File: config.mk
export PLATFORM = sky130hd
export DESIGN_NAME = rr_arbiter8
export DESIGN_NICKNAME = d
export VERILOG_FILES = /design/src/rtl/rr_arbiter8_pkg.sv /design/src/rtl/rr_pick8.sv /design/src/rtl/rr_arbiter8.sv
export SDC_FILE = /design/constraint.sdc
export NUM_CORES = 1
export LEC_CHECK = 0
export CORE_UTILIZATION = 53
export CTS_BUF_LIST = sky130_fd_sc_hd__clkbuf_16
export CTS_CLUSTER_SIZE = 25
export DETAILED_ROUTE_END_ITERATION = 8
export HOLD_SLACK_MARGIN = 0.03
export PLACE_DENSITY = 0.82
export SLEW_MARGIN = 20
export SYNTH_ARGS = -nofsm -noshare
export SYNTH_HDL_FRONTEND = slang
export SYNTH_SLANG_ARGS = --single-unit
File: constraint.sdc
create_clock -name clk -period 2.96 [get_ports clk]
set_input_delay 0.74 -clock clk [delete_from_list [all_inputs] [get_ports clk]]
set_output_delay 0.74 -clock clk [all_outputs]
set_load 0.02 [all_outputs]
File: src/rtl/rr_arbiter8_pkg.sv
`default_nettype none
// ============================================================================
// Module      : rr_arbiter8_pkg
// Description : Shared constants, FSM state type and helpers for rr_arbiter8.
// Revision    : 1.0 - initial release
// ============================================================================
package rr_arbiter8_pkg;

    localparam int unsigned NUM_REQ = 8;
    localparam int unsigned PTR_W   = 3;

    typedef enum logic [0:0] {
        IDLE = 1'b0,
        BUSY = 1'b1
    } state_t;

    // Index of the set bit in a one-hot vector (0 for an all-zero vector).
    function automatic logic [PTR_W-1:0] onehot_to_idx(input logic [NUM_REQ-1:0] oh);
        logic [PTR_W-1:0] idx;
        idx = '0;
        for (int i = 0; i < NUM_REQ; i++) begin
            if (oh[i]) idx = idx | PTR_W'(i);
        end
        return idx;
    endfunction

endpackage
`default_nettype wire

File: src/rtl/rr_pick8.sv
`default_nettype none
// ============================================================================
// Module      : rr_pick8
// Description : Combinational round-robin picker; returns the first set req
//               bit at or above ptr (wrapping 7->0) as a one-hot vector.
// Revision    : 1.0 - initial release
// ============================================================================
module rr_pick8
    import rr_arbiter8_pkg::*;
(
    input  logic [NUM_REQ-1:0] req,
    input  logic [PTR_W-1:0]   ptr,
    output logic [NUM_REQ-1:0] pick
);

    always_comb begin
        logic             w_found;
        logic [PTR_W-1:0] w_idx;
        pick    = '0;
        w_found = 1'b0;
        w_idx   = '0;
        // 3-bit index arithmetic provides the 7->0 wrap for free.
        for (int k = 0; k < NUM_REQ; k++) begin
            w_idx = ptr + PTR_W'(k);
            if (!w_found && req[w_idx]) begin
                pick[w_idx] = 1'b1;
                w_found     = 1'b1;
            end
        end
    end

endmodule
`default_nettype wire

File: src/rtl/rr_arbiter8.sv
`default_nettype none
// ============================================================================
// Module      : rr_arbiter8
// Description : 8-way round-robin arbiter with registered one-hot grant,
//               done/req-drop release and MAX_HOLD forced release.
// Revision    : 1.0 - initial release
// ============================================================================
module rr_arbiter8
    import rr_arbiter8_pkg::*;
#(
    parameter int unsigned MAX_HOLD = 16
) (
    input  logic               clk,
    input  logic               rst_n,
    input  logic [NUM_REQ-1:0] req,
    input  logic               done,
    output logic [NUM_REQ-1:0] grant,
    output logic               grant_valid,
    output logic               timeout
);

    localparam logic [7:0] c_HOLD_LAST = 8'(MAX_HOLD - 1);

    state_t             r_state;
    logic [PTR_W-1:0]   r_ptr;
    logic [PTR_W-1:0]   r_idx;
    logic [7:0]         r_hold_cnt;
    logic [NUM_REQ-1:0] r_grant;
    logic               r_grant_valid;
    logic               r_timeout;

    logic [NUM_REQ-1:0] w_pick;
    logic               w_owner_req;
    logic               w_hold_limit;
    logic               w_release;

    rr_pick8 u_pick (
        .req  (req),
        .ptr  (r_ptr),
        .pick (w_pick)
    );

    assign w_owner_req  = |(req & r_grant);
    assign w_hold_limit = (r_hold_cnt == c_HOLD_LAST);
    assign w_release    = done | ~w_owner_req | w_hold_limit;

    always_ff @(posedge clk) begin
        if (!rst_n) begin
            r_state       <= IDLE;
            r_ptr         <= '0;
            r_idx         <= '0;
            r_hold_cnt    <= '0;
            r_grant       <= '0;
            r_grant_valid <= 1'b0;
            r_timeout     <= 1'b0;
        end else begin
            r_timeout <= 1'b0;
            case (r_state)
                IDLE: begin
                    if (|req) begin
                        r_grant       <= w_pick;
                        r_grant_valid <= 1'b1;
                        r_idx         <= onehot_to_idx(w_pick);
                        r_hold_cnt    <= '0;
                        r_state       <= BUSY;
                    end
                end
                BUSY: begin
                    if (w_release) begin
                        r_grant       <= '0;
                        r_grant_valid <= 1'b0;
                        // Only a pure hold-limit release is reported as a timeout.
                        r_timeout     <= w_hold_limit & ~done & w_owner_req;
                        r_ptr         <= r_idx + PTR_W'(1);
                        r_state       <= IDLE;
                    end else if (!w_hold_limit) begin
                        r_hold_cnt    <= r_hold_cnt + 8'd1;
                    end
                end
                default: begin
                    r_state <= IDLE;
                end
            endcase
        end
    end

    assign grant       = r_grant;
    assign grant_valid = r_grant_valid;
    assign timeout     = r_timeout;

endmodule
`default_nettype wire

; ---- Word level (Yosys, flattened, before mapping)
; Index checks and enable logic that the tools add are counted.
[word_totals]
input_bits = 11
regBits = 25
[op_classes]
mux = 67
n_reduce_logical = 29
bitwise = 15
n_addsub = 9
n_lt_le_gt_ge = 16
n_eq_ne = 5
[op_table]
columns = cell, n
row1 = $mux 8, 13
row2 = $or 8x8->8, 7
row3 = $lt 3x4->1 const B, 8
row4 = $pmux 8 s2, 2
row5 = $mux 1, 28
row6 = $bmux 1 s3, 8
row7 = $demux 1 s3, 8
row8 = $ge 3x1->1 const B, 8
row9 = $reduce_or 8->1, 2
row10 = $logic_and 1x1->1, 15
row11 = $add 3x3->3 const B, 4
row12 = $mux 3, 4
row13 = $add 8x1->8 const B, 1
row14 = $and 8x8->8, 1
row15 = $eq 8x4->1 const B, 1
row16 = $logic_not 1->1, 7
row17 = $add 3x1->3 const B, 2
row18 = $add 3x2->3 const B, 2
row19 = $ne 2x2->1 const B, 3
row20 = $reduce_and 2->1, 3
row21 = $reduce_and 3->1, 2
row22 = $mux 2, 2
row23 = $pmux 1 s2, 2
row24 = $not 1->1, 3
row25 = 3 further kinds, 5

; ---- Longest topological paths before layout
; Gate-level depths: netlist of run 1.
[depth]
depth_word = 31
depth_mapped = 16

; ---- Cells and area by module
; A second synthesis of run 1 with hierarchy kept.
[unflattened]
cells_unflattened = 232
area_unflattened_um2 = 2243.4
[by_module_without_submodules]
columns = mod, seq_area_each_um2, instances, area_each_um2, cells_each
row1 = rr_arbiter8, 500.5, 1, 1258.7, 129
row2 = rr_pick8, 0.0, 1, 984.7, 103

; ---- Worst setup path before layout of run 1
; OpenSTA, ideal clock, no wires.
[synth_timing]
path_kind = register -> register
from = register r_ptr[0]
to = register r_idx[1]
setup_time_ns = 0.138
path_buffers = 3
setup_slack_ns = -0.152
period_less_slack_ns = 3.112
arrival_ns = 2.974
path_stages_with_launch = 14
path_cell_list = dfxtp_1 buf_6 inv_1 buf_2 buf_2 ha_1 mux4_2 and3_1 a41o_1 a22o_1 nand4_1 o311ai_1 nor4_1 a31oi_1
[synth_via]
elab_chain_len = 30
word_cells_on_any_way = 105
classes_between = add/sub: 7 / order compare: 16 / mux: 53 / bitwise: 7 / reduce/logical: 22
[synth_rtl]
columns = element, line
row1 = start: declaration, rr_arbiter8.sv:25  ; logic [PTR_W-1:0] r_ptr;
row2 = start signal: assignment, rr_arbiter8.sv:74  ; r_ptr <= r_idx + PTR_W'(1);
row3 = branches (longest 23 deep; another with $lt 3x4->1), n/a
row4 = $mux 8 *, rr_pick8.sv:25  ; if (!w_found && req[w_idx]) begin
row5 = $mux 2 (2 in series), rr_arbiter8_pkg.sv:22  ; if (oh[i]) idx = idx | PTR_W'(i);
row6 = $mux 3 (3 in series), rr_arbiter8_pkg.sv:22
row7 = $mux 3 *, rr_arbiter8_pkg.sv:22
row8 = end signal: assignment, rr_arbiter8.sv:63  ; r_idx <= onehot_to_idx(w_pick);
row9 = end: declaration, rr_arbiter8.sv:26  ; logic [PTR_W-1:0] r_idx;
; Every way passes the cells marked *. The select of a mux whose other input is x is not followed.
; A chain may end at the register's enable or synchronous reset.

; ---- Final worst setup path of run 1
[layout_timing]
from = input req[2]
to = register r_grant[4], in the netlist grant[4]
[layout_via]
elab_chain_len = 26
word_cells_on_any_way = 63
classes_between = eq/ne: 2 / mux: 33 / bitwise: 11 / reduce/logical: 17
[layout_rtl]
columns = element, line
row1 = start: declaration, rr_arbiter8.sv:15  ; input logic [NUM_REQ-1:0] req,
row2 = $bmux 1 s3, rr_pick8.sv:25
row3 = $mux 1 (implied by the code), rr_pick8.sv:25
row4 = $mux 1, rr_pick8.sv:25
row5 = $logic_not 1->1, rr_pick8.sv:25
row6 = $logic_and 1x1->1, rr_pick8.sv:25
row7 = $mux 1, rr_pick8.sv:25
row8 = $logic_not 1->1, rr_pick8.sv:25
row9 = $logic_and 1x1->1, rr_pick8.sv:25
row10 = [... 10 more ...], n/a
row11 = $logic_not 1->1, rr_pick8.sv:25
row12 = $logic_and 1x1->1, rr_pick8.sv:25
row13 = $mux 1, rr_pick8.sv:25
row14 = $logic_not 1->1, rr_pick8.sv:25
row15 = $logic_and 1x1->1, rr_pick8.sv:25
row16 = $mux 8, rr_pick8.sv:25
row17 = $mux 8, rr_arbiter8.sv:60  ; if (|req) begin
row18 = $pmux 8 s2, rr_arbiter8.sv:58  ; case (r_state)
row19 = end signal: assignment, rr_arbiter8.sv:61  ; r_grant <= w_pick;
row20 = end: declaration, rr_arbiter8.sv:28  ; logic [NUM_REQ-1:0] r_grant;
; Several ways; a longest one is shown, not always the timed one. The select of a mux whose other input is x is not followed.

==> results of run 1 <==
## critical path: stages
cell and delay, ns:
dlygate4sd2_1 0.31, mux4_2 0.55, buf_4 0.17, mux2i_1 0.19
nand4_1 0.17, o21ai_1 0.28, a2bb2oi_1 0.10, o21ai_0 0.24
nand2_1 0.11, a21oi_1 0.21
## registers in the layout (all words and copies together) (netlist names)
signal       count
grant            8
grant_valid      1
r_hold_cnt       8
r_idx            3
r_ptr            3
r_state          1
timeout          1
## cell families after synthesis
| kind of cell | synth area share [%] |
|---|---|
| AND/OR/NAND/NOR | 23.6 |
| AO/OA/AOI/OAI | 21.9 |
| buffers and inverters | 7.56 |
| multiplexers | 20.1 |
| flip-flops | 20.3 |
| adder cells (fa/ha/maj) | 4.06 |
| XOR/XNOR | 2.49 |
## repair_timing
item                                    CTS  global route
pin swaps                                 1             4
setup buffers                             0             8
hold buffers                              0             0
resized for setup                        12            13
endpoints found under the setup margin    9             7
## metal layers
layer  track usage (%)  vias up  routed length [µm]
met5                 0        -                   0
met4              12.9        0                 248
met3              4.91       28                 637
met2              49.4      163                3880
met1              41.6     1336                3320
li1                  -     1264                   -
## through the flow
| stage | power (µW) | utilization, % | std cells | setup WS, ns | cell area (µm²) |
|---|---|---|---|---|---|
| after global placement | 1610 | 68.2 | 403 | -0.320 | 3010 |
| final | 2070 | 72.3 | 416 | 0.0573 | 3190 |
| after global routing | 2160 | 72.3 | 416 | -0.0597 | 3190 |
| after detailed placement | 1640 | 68.2 | 403 | -0.421 | 3010 |
| after CTS | 1950 | 70.4 | 407 | 0.0522 | 3110 |
| after floorplan | 1230 | - | 299 | 0.00663 | 2480 |
## worst max-delay path by stage
stage / start / to / slack, ns
after global routing: req[5] / r_idx[1] / -0.06
after detailed placement: req[3] / r_idx[1] / -0.42
after CTS: r_ptr[2] / r_idx[1] / 0.05
after global placement: req[5] / r_idx[1] / -0.32
final: req[2] / grant[4] / 0.06
after floorplan: r_ptr[1] / r_idx[1] / 0.007
## final cells by class
cell class | count | area (µm²)
Fill cell | 313 | 1220
Tap cell | 52 | 65.1
Antenna cell | 1 | 2.50
Multi-Input combinational cell | 242 | 1840
Clock inverter | 1 | 5.00
Timing Repair Buffer | 85 | 671
Inverter | 7 | 26.3
Sequential cell | 25 | 500
Clock buffer | 3 | 75.1
## cell usage after synthesis, types with 2 or more instances
| library cell | n |
|---|---|
| a21oi_1 | 20 |
| a22oi_1 | 4 |
| a311oi_1 | 2 |
| a31oi_1 | 7 |
| a32oi_1 | 2 |
| and3_1 | 4 |
| buf_2 | 4 |
| buf_4 | 2 |
| buf_6 | 7 |
| clkbuf_1 | 11 |
| dfxtp_1 | 25 |
| ha_1 | 8 |
| inv_1 | 7 |
| mux2_2 | 6 |
| mux2i_1 | 5 |
| mux4_1 | 3 |
| mux4_2 | 11 |
| nand2_1 | 32 |
| nand2b_1 | 4 |
| nand3_1 | 23 |
| nand4_1 | 12 |
| nor2_1 | 30 |
| nor3_1 | 3 |
| nor3b_1 | 3 |
| nor4_1 | 4 |
| o21ai_0 | 13 |
| o21ai_1 | 3 |
| o22ai_1 | 5 |
| o2bb2ai_1 | 2 |
| o31ai_1 | 3 |
| or2_2 | 2 |
| xnor2_1 | 2 |
| xor2_1 | 5 |
## report_power, final
group          leakage (µW)  internal (µW)  switching, µW
Clock             0.0000409            182            123
Sequential         0.000204            376           37.0
Combinational      0.000999            634            715
Total               0.00124           1190            874
==> metrics, run 1 <==
status=finished, final reports clean; vias in the first global route=around 2600; unrepaired setup endpoints after global routing=yes; leakage=around 0.0012 µW; IO Pins=21; max_cap viols=0; clk_lat worst skew=between 0.2 and 0.3 ns; hold path startpoint=grant_valid; CTS tree=done; 1st-iter DRT viols=320; Core ar.=4410 µm²; setup TNS=0 ns; Critical Path AT=approximately 3.1 ns; Hold EP=grant_valid; leading cell type in the layout, fill and taps excluded=buf_4; grt ovf=0; GRT Total Usage=a little under a third; hold crit path type=reg -> reg; drt first pass iters=5; Post-Syn Instances=299; first-pass GRT wire length=roughly 12000 µm; WP data required=between 3 and 4 ns; hold slack final=0.488 ns; worst vdd ir=around 480 µV; synthesized area=between 2000 and 2500 µm²; Syn-to-layout area delta=29.3%; post-synthesis sequential area ratio=between 20% and 30%; row cnt=24; FFs w/ async S/R, synth=0%; Starting Density=55.9%; Fmax=0.345 GHz; Clock Skews=about 0.0034 ns; Hold Path Depth=2; R2R setup slack=around 0.070 ns; min Tclk post-route=2.90 ns; part of the cycle the worst path needs=98.1%; crit-path max FO=7; fin nets=about 380; Tightest Pin Transition=~0.54 ns; CTS Buf Count=3; final setup violating endpoints=0; count of cell types in the netlist=58; WL final=between 8000 and 9000 µm; Pwr per Cell Area=~650 nW/µm²; kind of end point of the critical path=register; wire length per cell=between 15 and 20 µm; Clock Sinks=25; share of the synthesized area in the top cell type=around a fifth; layout cells sized above 1=31.7%; largest net degree at the start of global routing=23; net count after synthesis=approximately 320; Routed Antenna Nets=0; Clk pin slew, worst setup/hold paths=around 0.060 ns; Post-synth EDFFs=0; gpl congestion=between 0.9 and 1; r2r worst-path depth=11; via count=2791; Die ar.=~5000 µm²; worst relative slew slack=64.2%; Buffers on Ports=20; initial antenna violation count=1; Yosys reg bits=25; DRC Markers=0; dominant cell type by area after synthesis=dfxtp_1; Clock Tree Buf Depth=2; startpoint types=input pin; final max-slew violation count=0; number of vias per cell=6.71; root buffer cell=clkbuf_16; largest cells by area after synthesis=dfxtp_1 (20%), mux4_2 (10%), nand2_1 (4.9%), nand3_1 (4.7%), nor2_1 (4.6%); Yosys warning count=0; Worst R2R End=grant[4]; most frequent cells in the layout=buf_4 (65), nand2_1 (31), nor2_1 (29), dfxtp_1 (25), nand3_1 (23); die width=approximately 70 µm; FF-to-FF Start=r_ptr[0]; Synth Flop Type=dfxtp_1; Post-DP HPWL=between 5000 and 6000 µm; critical path class=in -> reg; Die Ht=70.2 µm; mean post-synth cell area=~8.2 µm²; Fin. Hold Viols=0; H-tree Lvls=1
Power figures use the tool's default switching activity.
==> run 2, diff against run 1 <==
--- a/config.mk
+++ b/config.mk
@@ -10,8 +10,9 @@
 export CTS_CLUSTER_SIZE = 25
 export DETAILED_ROUTE_END_ITERATION = 8
 export HOLD_SLACK_MARGIN = 0.03
-export PLACE_DENSITY = 0.82
+export PLACE_DENSITY = 0.77
 export SLEW_MARGIN = 20
 export SYNTH_ARGS = -nofsm -noshare
 export SYNTH_HDL_FRONTEND = slang
 export SYNTH_SLANG_ARGS = --single-unit
+export TNS_END_PERCENT = 10
==> run 2 against run 1 <==
Against the previous run:
- count of clock-buffer cells in the layout is the same
- flip-flop and latch count stayed put
- worst hold slack lost 0.0033 ns
- first-iteration DRC count decreased by 24%
- cell area decreased by 2.8%
- largest power group unchanged
==> metrics, run 2 (same netlist as run 1, synthesis figures left out) <==
Starting Density=55.9% (unchanged); met2 usage in global routing=46.4% (-3.0 points); vias in the first global route=2436 (-4.5%); fin nets=371 (-3.1%); die width=70.2 µm (unchanged); Hold-fix buffers, CTS=0 (unchanged); worst relative slew slack=67.6% (+3.5 points); worst vdd ir=398 µV (-17%); Fin. Hold Viols=0 (unchanged); Tightest Pin Transition=0.485 ns (-0.0519 ns); Hold Path Depth=2 (unchanged); drt first pass iters=6 (+1); Clk pin slew, worst setup/hold paths=0.06 ns (about the same); number of vias per cell=6.53 (-2.7%); first-pass GRT wire length=11600 µm (-4.5%); Finished Cell Area=3100 µm² (-2.8%); final setup violating endpoints=0 (unchanged); most frequent cells in the layout=buf_4 (52), nand2_1 (32), nor2_1 (30), dfxtp_1 (25), nand3_1 (23); clk_lat worst skew=0.26 ns (about the same); root buffer cell=clkbuf_16; DRC Markers=0 (unchanged); row cnt=24 (unchanged); crit-path max FO=6 (-1); grt ovf=0 (unchanged); FF-to-FF Start=r_ptr[1]; grt peak-use layer=met2; Post-DP Area=2970 µm² (-1.2%); initial antenna violation count=0 (-1); critical path class=reg -> reg; WL final=7050 µm (-13%); final worst slack=0.0955 ns (+0.0382 ns); Clock Skews=0.00455 ns (+0.00111 ns); Fmax=0.349 GHz (+1.3%); Clock Sinks=25 (unchanged); leading cell type in the layout, fill and taps excluded=buf_4; Core ar.=4410 µm² (unchanged); 1st-iter DRT viols=244 (-24%); Worst R2R End=grant[4]; CTS tree=done; Pwr per Cell Area=628 nW/µm² (-3.2%); Syn-to-layout area delta=25.7%; CTS Buf Count=3 (unchanged); hold crit path type=reg -> reg; status=finished, final reports clean; Die ar.=4930 µm² (unchanged); GRT met1 Usage=41.9% (+0.27 points); GRT Total Usage=29.1% (-1.8 points); Routed Antenna Nets=0 (unchanged); post-place setup slack=-0.422 ns (-0.000682 ns); kind of end point of the critical path=register; leakage=0.00120 µW (-3.7%); part of the cycle the worst path needs=96.8% (-1.3 points); Buffers on Ports=20 (unchanged); IO Pins=21 (unchanged); r2r worst-path depth=11 (unchanged); post-route core utilization=70.2% (-2.0 points); Critical Path AT=3.05 ns (-0.02 ns); largest net degree at the start of global routing=24 (+4.3%); H-tree Lvls=1 (unchanged); FILL cells=337 (+7.7%); R2R setup slack=0.1 ns (+0.03 ns); startpoint types=register; Antenna Cells=0 (-1); WP data required=3.14 ns (about the same); hold path startpoint=r_hold_cnt[1]; wire length per cell=17.5 µm (-10%); min Tclk post-route=2.86 ns (-0.0382 ns); Post-DP HPWL=5480 µm (-3.3%); via count=2630 (-5.8%); Hold EP=r_hold_cnt[1]; layout cells sized above 1=27.1% (-4.6 points); gpl congestion=1.01 (+2.5%); max_cap viols=0 (unchanged); global routing usage on met3=3.17% (-1.7 points); final max-slew violation count=0 (unchanged); Clock Tree Buf Depth=2 (unchanged); Die Ht=70.2 µm (unchanged)
[run 2: where the power goes]
group          leakage (µW)  total, µW  internal, µW  switching [µW]
clock             0.0000409        294           182             113
combinational      0.000954       1240           572             668
sequential         0.000204        410           376            33.1
total               0.00120       1940          1130             814
[run 2: worst max-delay path, stage by stage (launching register included)]
cell	delay [ns]
dfxtp_1	0.36
inv_1	0.12
ha_4	0.34
mux2_2	0.36
o22ai_1	0.18
nor2_1	0.09
o31ai_2	0.41
nand2_1	0.18
buf_4	0.19
o21ai_0	0.25
nand2_1	0.14
a21oi_1	0.15
[run 2: routing by layer]
metal | share of wire, % | routed length (µm) | vias up
met4 | 2.8 | 200 | 0
met2 | 46 | 3220 | 133
met1 | 44 | 3090 | 1239
met5 | 0 | 0 | -
met3 | 7.6 | 534 | 24
li1 | - | - | 1234
[run 2: worst max-delay path by stage]
stage / end / cells after the start / slack [ns] / startpoint
2_1_floorplan: r_idx[1] / 12 / 0.007 / r_ptr[1]
3_3_place_gp: r_idx[0] / 11 / -0.38 / req[4]
3_5_place_dp: r_idx[1] / 11 / -0.42 / req[6]
4_1_cts: grant[3] / 9 / 0.004 / req[7]
5_1_grt: grant[2] / 10 / -0.004 / r_ptr[1]
6_report: grant[4] / 11 / 0.1 / r_ptr[1]
[run 2: final cells by class]
class,count,area [µm²],area share [%]
tap,52,65.1,2.10
sequential,25,500,16.1
timing repair buffer,73,599,19.3
clock buffer,3,75.1,2.42
inverter,7,26.3,0.848
multi-input combinational,242,1830,59.0
clock inverter,1,5.00,0.161
[run 2: what timing repair did]
item	4_1_cts	5_1_grt
cloned	0	0
setup buffers	0	1
endpoints found under the setup margin	11	11
gates resized for setup	8	9
[run 2: stage by stage]
step	cells	total power [µW]	TNS [ns]	hold slack [ns]
after CTS	402	1900	0	0.487
after floorplan	299	1230	0	0.457
final	403	1940	0	0.485
after global routing	403	2060	-0.00428	0.514
after global placement	398	1580	-3.52	0.457
after detailed placement	398	1610	-3.92	0.480
==> run 3, diff against run 2 <==
--- a/config.mk
+++ b/config.mk
@@ -5,13 +5,15 @@
 export SDC_FILE = /design/constraint.sdc
 export NUM_CORES = 1
 export LEC_CHECK = 0
+export CORE_MARGIN = 5
 export CORE_UTILIZATION = 53
 export CTS_BUF_LIST = sky130_fd_sc_hd__clkbuf_16
 export CTS_CLUSTER_SIZE = 25
 export DETAILED_ROUTE_END_ITERATION = 8
+export GPL_TIMING_DRIVEN = 0
 export HOLD_SLACK_MARGIN = 0.03
 export PLACE_DENSITY = 0.77
-export SLEW_MARGIN = 20
+export SLEW_MARGIN = 40
 export SYNTH_ARGS = -nofsm -noshare
 export SYNTH_HDL_FRONTEND = slang
 export SYNTH_SLANG_ARGS = --single-unit
==> run 3 against run 2 <==
Against the previous run:
- highest routed layer unchanged
- via count up 6.2%
- flip-flop and latch count unchanged
- largest cell class unchanged
- largest power group unchanged
- power up 7.2%
- clock skew about the same
- critical path type unchanged
==> metrics, run 3 (same netlist as run 1, synthesis figures left out) <==
status=finished, final reports clean; Antenna Cells=0 (unchanged); Clock Sinks=25 (unchanged); unrepaired setup endpoints after global routing=yes; Clock Tree Buf Depth=2 (unchanged); number of vias per cell=6.98 (+7.0%); 1st-iter DRT viols=462 (+89%); Clock Skews=0.00432 ns (-0.000230 ns); Hold-fix buffers, CTS=0 (unchanged); uppermost layer routed=met4; CTS Buf Count=3 (unchanged); grt ovf=0 (unchanged); largest net degree at the start of global routing=16 (-33%); drt first pass iters=5 (-1); CTS tree=done; IO Pins=21 (unchanged); Post-DP HPWL=5310 µm (-3.0%); Clk pin slew, worst setup/hold paths=0.06 ns (about the same); hold crit path type=reg -> reg; worst vdd ir=478 µV (+20%); WP data required=3.14 ns (about the same); fin nets=368 (-0.81%); Starting Density=55.5% (-0.38 points); Die ar.=6120 µm² (+24%); first-pass GRT wire length=12400 µm (+7.0%); metal3 WL=697 µm (+31%); setup TNS=0 ns (unchanged); Finished Cell Area=3230 µm² (+4.1%); H-tree Lvls=1 (unchanged); Post-DP Area=2750 µm² (-7.7%); Die Ht=78.2 µm (+11%); vias in the first global route=2512 (+3.1%); startpoint types=register; Pwr per Cell Area=646 nW/µm² (+2.9%); final max-slew violation count=0 (unchanged); critical path class=reg -> reg; row cnt=24 (unchanged); layout cells sized above 1=29.6% (+2.5 points); worst relative slew slack=57.6% (-10 points); part of the cycle the worst path needs=99.9% (+3.1 points); final setup violating endpoints=0 (unchanged); Syn-to-layout area delta=30.8%; Fin. Hold Viols=0 (unchanged); max_cap viols=0 (unchanged); initial antenna violation count=0 (unchanged); root buffer cell=clkbuf_16; Buffers on Ports=20 (unchanged); Critical Path AT=3.14 ns (+0.09 ns); Routed Antenna Nets=0 (unchanged); GRT Total Usage=24.8% (-4.3 points); final worst slack=0.00373 ns (-0.0917 ns); post-place setup slack=-0.540 ns (-0.119 ns); min Tclk post-route=2.96 ns (+0.0917 ns); die width=78.2 µm (+11%); met2 routed WL=4050 µm (+26%); WL final=8210 µm (+16%); DRC Markers=0 (unchanged); Core ar.=4440 µm² (+0.68%); hold slack final=0.493 ns (+0.00770 ns); post-route core utilization=72.6% (+2.4 points); most frequent cells in the layout=nand2_1 (31), nor2_1 (29), buf_4 (27), nand3_1 (23), dfxtp_1 (22); Tightest Pin Transition=0.637 ns (+0.152 ns); leading cell type in the layout, fill and taps excluded=nand2_1; gpl congestion=0.964 (-4.5%); Met1 Routed Length=3260 µm (+5.6%); crit-path max FO=5 (-1); clk_lat worst skew=0.26 ns (about the same); wire length per cell=20.5 µm (+17%); leakage=0.00121 µW (+1.1%); via count=2792 (+6.2%); kind of end point of the critical path=register; Fmax=0.338 GHz (-3.1%)
-- run 3: final cells by class --
class | count | area, µm²
well taps | 52 | 65.1
plain buffers | 24 | 219
multi-input cells | 242 | 1910
clock inverters | 1 | 7.51
inverters | 7 | 36.3
flip-flops and latches | 25 | 507
clock buffers | 3 | 75.1
fillers | 314 | 1220
repair buffers | 46 | 404
-- run 3: repair_timing --
item | in CTS | in global routing
gates resized for setup | 44 | 26
endpoints found under the setup margin | 11 | 11
buffers inserted | 15 | 11
pin swaps | 22 | 15
-- run 3: critical path, stage by stage (launching register included) --
cell,delay [ns]
dfxtp_4,0.36
buf_12,0.11
clkinvlp_4,0.13
ha_4,0.33
mux4_2,0.57
mux2_4,0.30
or2_4,0.29
nor2_4,0.10
nand4_1,0.12
o211ai_2,0.27
a41oi_2,0.09
a31oi_1,0.20
-- run 3: per-layer routing --
metal  GRT usage [%]  vias up
met4            5.42        0
li1                -     1233
met1            34.2     1328
met3            3.55       33
met5               0        -
met2            41.4      198
-- run 3: worst paths after layout --
kind                   endpoint           from  slack [ns]  depth (start not counted)
setup / recovery       r_idx[2]       r_ptr[1]       0.004                         11
hold / removal    r_hold_cnt[5]  r_hold_cnt[5]        0.49                          1
setup reg to reg       r_idx[2]       r_ptr[1]       0.004                         11
hold reg to reg   r_hold_cnt[5]  r_hold_cnt[5]        0.49                          1
-- run 3: where the power goes --
group          switching, µW  leakage, µW  internal (µW)
clock network            121    0.0000371            183
logic                    738     0.000969            628
registers               36.0     0.000206            378
-- run 3: per-stage QoR --
stage                     cells  power [µW]
after floorplan             299        1230
after global placement      371        1470
after detailed placement    371        1480
after CTS                   390        1960
after global routing        400        2190
final                       400        2080
